`config.mk`:
```
export PLATFORM = sky130hd
export DESIGN_NAME = if_fetch_stage
export DESIGN_NICKNAME = d
export VERILOG_FILES = /design/src/rtl/if_fetch_stage.sv
export SDC_FILE = /design/constraint.sdc
export NUM_CORES = 1
export LEC_CHECK = 0
export CAP_MARGIN = 40
export CELL_PAD_IN_SITES_DETAIL_PLACEMENT = 0
export CELL_PAD_IN_SITES_GLOBAL_PLACEMENT = 1
export CORE_MARGIN = 2
export CORE_UTILIZATION = 30
export CTS_BUF_LIST = sky130_fd_sc_hd__clkbuf_16
export DETAILED_ROUTE_END_ITERATION = 10
export DONT_BUFFER_PORTS = 1
export GPL_TIMING_DRIVEN = 1
export HOLD_SLACK_MARGIN = 0.08
export PLACE_DENSITY_LB_ADDON = 0.1
export SLEW_MARGIN = 30
export SYNTH_ARGS = -nofsm -noshare
export SYNTH_HDL_FRONTEND = slang
export SYNTH_SLANG_ARGS = --single-unit
```
`constraint.sdc`:
```
create_clock -name Clock -period 5.9 [get_ports Clock]
set_input_delay 1.77 -clock Clock [delete_from_list [all_inputs] [get_ports Clock]]
set_output_delay 1.77 -clock Clock [all_outputs]
set_load 0.005 [all_outputs]
```
`src/rtl/if_fetch_stage.sv`:
```
// if_fetch_stage: PC register, instruction-memory request handshake and IF/ID register.
// Define FETCH_PERF_CNT_EN to add the PerfFetched / PerfStallCycles counters.
module if_fetch_stage #(
  parameter logic [31:0] RESET_PC  = 32'h0000_0000,
  parameter logic [31:0] NOP_INSTR = 32'h0000_0000
) (
  input  logic        Clock,
  input  logic        Reset,
  input  logic        PC_WriteEnable,
  input  logic        IFIDWriteEnable,
  input  logic        IFIDFlush,
  input  logic        Branch,
  input  logic [31:0] BranchDest,
  input  logic        Jump,
  input  logic [31:0] JumpDest,
  output logic        IMemReq,
  output logic [31:0] IMemAddr,
  input  logic        IMemAck,
  input  logic [31:0] IMemRData,
  output logic [31:0] ID_Instruction,
  output logic [31:0] ID_PC,
  output logic        ID_Valid,
  output logic        FetchStall
`ifdef FETCH_PERF_CNT_EN
  ,
  output logic [31:0] PerfFetched,
  output logic [31:0] PerfStallCycles
`endif
);
  typedef enum logic [1:0] {IDLE, FETCH, HOLD, DISCARD} state_t;
  state_t      r_state, w_state_nxt;
  logic [31:0] r_pc, r_addr, r_buf, r_id_instr, r_id_pc;
  logic        r_req, r_id_valid;
  logic        w_redir, w_ack, w_accept;
  logic [31:0] w_target, w_pc_nxt, w_word;

  assign w_redir  = Branch | Jump;
  assign w_target = {Branch ? BranchDest[31:2] : JumpDest[31:2], 2'b00};
  assign w_ack    = r_req & IMemAck;
  assign w_word   = (r_state == HOLD) ? r_buf : IMemRData;
  assign w_accept = ((r_state == FETCH && w_ack) || r_state == HOLD) && IFIDWriteEnable
                    && PC_WriteEnable && !w_redir;
  assign w_pc_nxt = w_redir ? w_target : w_accept ? r_pc + 32'd4 : r_pc;

  // A redirect without an ack must still wait out the old request in DISCARD.
  always_comb begin
    w_state_nxt = r_state;
    case (r_state)
      IDLE:    w_state_nxt = FETCH;
      FETCH:   w_state_nxt = (w_redir && !w_ack) ? DISCARD :
                             (w_ack && !w_redir && !w_accept) ? HOLD : FETCH;
      HOLD:    w_state_nxt = (w_redir || w_accept) ? FETCH : HOLD;
      DISCARD: w_state_nxt = w_ack ? FETCH : DISCARD;
      default: w_state_nxt = IDLE;
    endcase
  end

  always_ff @(posedge Clock or negedge Reset)
    if (!Reset) begin
      r_state    <= IDLE;
      r_pc       <= RESET_PC;
      r_addr     <= RESET_PC;
      r_req      <= 1'b0;
      r_buf      <= NOP_INSTR;
      r_id_instr <= NOP_INSTR;
      r_id_pc    <= 32'h0;
      r_id_valid <= 1'b0;
    end else begin
      r_state <= w_state_nxt;
      r_pc    <= w_pc_nxt;
      r_req   <= (w_state_nxt == FETCH) || (w_state_nxt == DISCARD);
      if (w_state_nxt == FETCH) r_addr <= w_pc_nxt;
      if (r_state == FETCH && w_state_nxt == HOLD) r_buf <= IMemRData;
      else if (w_state_nxt != HOLD) r_buf <= NOP_INSTR;
      if (IFIDFlush) begin
        r_id_instr <= NOP_INSTR;
        r_id_valid <= 1'b0;
      end else if (IFIDWriteEnable) begin
        r_id_instr <= w_accept ? w_word : NOP_INSTR;
        r_id_pc    <= r_pc;
        r_id_valid <= w_accept;
      end
    end

  assign IMemReq        = r_req;
  assign IMemAddr       = r_addr;
  assign ID_Instruction = r_id_instr;
  assign ID_PC          = r_id_pc;
  assign ID_Valid       = r_id_valid;
  assign FetchStall     = (r_state == FETCH || r_state == DISCARD) && r_req && !IMemAck;

`ifdef FETCH_PERF_CNT_EN
  logic [31:0] r_perf_fetched, r_perf_stall;

  always_ff @(posedge Clock or negedge Reset)
    if (!Reset) begin
      r_perf_fetched <= 32'h0;
      r_perf_stall   <= 32'h0;
    end else begin
      if (w_accept && r_perf_fetched != 32'hFFFF_FFFF) r_perf_fetched <= r_perf_fetched + 32'd1;
      if ((FetchStall || r_state == HOLD) && r_perf_stall != 32'hFFFF_FFFF)
        r_perf_stall <= r_perf_stall + 32'd1;
    end

  assign PerfFetched     = r_perf_fetched;
  assign PerfStallCycles = r_perf_stall;
`endif
endmodule
```
==> summary.md <==
| Metric | Value |
|---|---|
| Status | complete, no violations |
| Source-to-sink clock delay at the later pin of the worst-skew pair | 430 ps |
| Total clock buffers created by CTS | 17 |
| Count of pins over their slew limit | 0 |
| First DRT Iteration DRCs | 391 |
| Clock sink count | 163 |
| Number of nets in the layout | 792 |
| Most frequent cells in the layout | dfrtp_1, nand2_1, nor2_1, o21ai_0, a22oi_1 |
| Synthesized area divided by synthesized cell count | 10.7 um^2 |
| Hold/Removal Path Class | reg -> reg |
| Synth async-reset ratio | 100% |
| Antenna Cells | 0 |
| Top cell family by delay on the critical path | simple AND/OR/NAND/NOR gates |
| Accumulated negative setup slack | 0 ps |
| Slowest cell on crit path | nor2b_1 |
| Post-place instance area | 7850 um^2 |
| Layout cells sized above 1 | 14.0% |
| Data arrival time of the critical path | 2080 ps |
| Total power divided by cell area | 328 nW/um^2 |
| Vertical extent of the die | 163 um |
| Mux cell area share after synthesis | 10.1% |
| Vias in the first global route | 5628 |
| Area Overhead vs Synth | 12.2% |
| Fin area | 8500 um^2 |
| Clk Tree Root Cell | clkbuf_16 |
| Number of cells produced by synthesis | 707 |
| Synth Warn # | 0 |
| Port Buffer Count | 0 |
| Crit path capture type | output pin |
| Initial antenna violation count | 0 |
| Total chip power | 2.79 mW |
| TritonCTS clock tree | done |
| Worst vdd rail ir drop | 0.187 mV |
| Final design utilization | 34.1% |
| Via count of the routed design | 5485 |
| Number of levels the H-tree was split into | 4 |
| GRT Resource Usage Total | 17.2% |
| Number of top-level pins | 203 |
| Combinational family with the most area after synthesis | compound AO/OA/AOI/OAI gates |
| Number of nets produced by synthesis | 812 |
| Compound-Gate Fraction of Synth Area | 16.1% |
| Combined area of all synthesized cells | 7580 um^2 |
| Post-CTS Setup Repair Bufs | 0 |
| Flip-flop cell with the highest count after synthesis | dfrtp_1 |
| Clk pin slew, worst setup/hold paths | 70 ps |
| Die Width | 163 um |
| DP Wirelength | 15600 um |
| Post-synthesis sequential area ratio | 53.8% |
| Average via count per standard cell | 5.33 |
| Overall die area | 26600 um^2 |
| Number of routed nets with antenna violations | 0 |
| Effective utilization at floorplan | 30.4% |
| Placer's final routability congestion estimate | 0.760 |
| Largest net degree at the start of global routing | 164 |
| Crit Path Class | in -> out |
| Residual overflow from global routing | 0 |
| Number of flops mapped to enable cells by yosys | 0 |
| Flip-flop and latch count after synthesis | 163 |
| Worst Path Buf+Inv | 0 |
| Startpoint type of the worst setup path | primary input |
| Number of standard-cell rows in the floorplan | 58 |
| First drt pass iteration count | 4 |
| Worst setup slack before clock tree synthesis | 1740 ps |
| Final Hold Violating Endpoints | 0 |
| Unrepaired setup endpoints after global routing | false |
| Number of gates resized after cts | 0 |
| Req. time, crit path | 4130 ps |
| Total of endpoints with negative setup slack in the final report | 0 |
| Transition time of the tightest slew-check pin | 888 ps |
| CP peak stage delay | 310 ps |
| Setup WS post-layout | 2050 ps |
| Setup skew after layout | 13.9 ps |
| Final Cycle Share | 65.2% |
| CTS Buffer Depth | 2 |
| Post-synthesis xor/xnor area fraction | 0.924% |
| Largest driver fanout on the critical path | 5 |
| Post-synthesis simple-gate area fraction | 15.2% |
| Leakage power total | 3.44 nW |
| Commonest non-fill, non-tap cell in the layout | dfrtp_1 |
| Post-synthesis share of cell area spent on full adders, half adders and majority gates | 0.165% |
| Maximum Capacitance Violations | 0 |
| Highest clock rate | 260 MHz |
| Overall routed net length | 22600 um |
| Final routed DRC violation total | 0 |
| Post-DR wirelength/cell | 21.9 um |
| Relative slew slack | 39.2% |
| Area of the placeable core | 25000 um^2 |
| Wire length of the first global-routing pass | 34500 um |
| Critical-path cell list | nor2b_1 |
| Number of different library cells in the post-synthesis netlist | 63 |
| Hold buffer count at CTS | 0 |
| Min Tclk post-route | 3850 ps |
==> flip-flops by register name (all words and copies together) (netlist names) <==
name	count
ID_PC	32
r_pc	32
r_buf	32
r_state	2
ID_Instruction	32
IMemAddr	32
ID_Valid	1
==> where the power goes <==
part	internal, mW	switching, mW
logic	0.119	0.146
registers	1.22	0.111
clock network	0.681	0.508
==> metrics by stage <==
stage                     hold slack [ps]  cells
after floorplan                       466    707
after global placement                485    994
after detailed placement              494    996
after CTS                             513   1028
after global routing                  540   1030
final                                 505   1030
==> metal layers <==
metal  vias up  routed length [um]  GRT usage (%)
li1       2546                   -              -
met1      2771                9330           20.7
met2       152               11000           28.5
met3        16                1910           7.23
met4         0                 314           4.38
met5         -                   0              0
==> logic make-up after synthesis <==
family          Yosys count
simple gates            226
compound gates          176
flops                   163
mux                      72
buf+inv                  61
xor+xnor                  8
fa+ha+maj                 1
==> synth_stat cells (4+ instances only) <==
library cell  count  area, um^2
a31oi_1          19         119
o31a_1            7        61.3
mux2_2           32         360
buf_4             4        30.0
and2_1            4        25.0
and3_1            5        31.3
o22ai_1          15        93.8
nand2b_1          8        50.1
nor4_1           10        62.6
nor4_4            4        85.1
nand4_1          13        81.3
dfrtp_1         163        4080
a21oi_1           6        30.0
a211oi_1          6        45.0
nand3_1          12        60.1
o21ai_0          48         240
nand2_1          81         304
nor2_1           60         225
a22oi_1          40         300
inv_1            11        41.3
mux2i_1          39         390
clkbuf_1         35         131
buf_6             4        45.0
nor3_1            5        25.0
o31ai_1          11        82.6
xor2_1            5        43.8
==> path summary, 6_finish.rpt <==
| check | from | endpoint | slack [ps] | cells after the start |
|---|---|---|---|---|
| worst min register to register | ID_PC[30] | ID_PC[30] | 510 | 2 |
| min in group asynchronous | Reset | ID_PC[23] | 1050 | 0 |
| worst min-delay path | ID_PC[30] | ID_PC[30] | 510 | 2 |
| worst max register to register | r_state[0] | IMemAddr[19] | 3130 | 5 |
| worst max-delay path | IMemAck | FetchStall | 2050 | 1 |
| max in group asynchronous | Reset | IMemAddr[10] | 4480 | 0 |
==> final cells by class <==
cell class              instances  area, um^2
clock inverters                15         194
inverters                      13        48.8
multi-input cells             483        3240
flip-flops and latches        163        4080
well taps                     330         413
fillers                      2554       16500
repair buffers                  9         104
clock buffers                  17         425
Power figures use the tool's default switching activity.
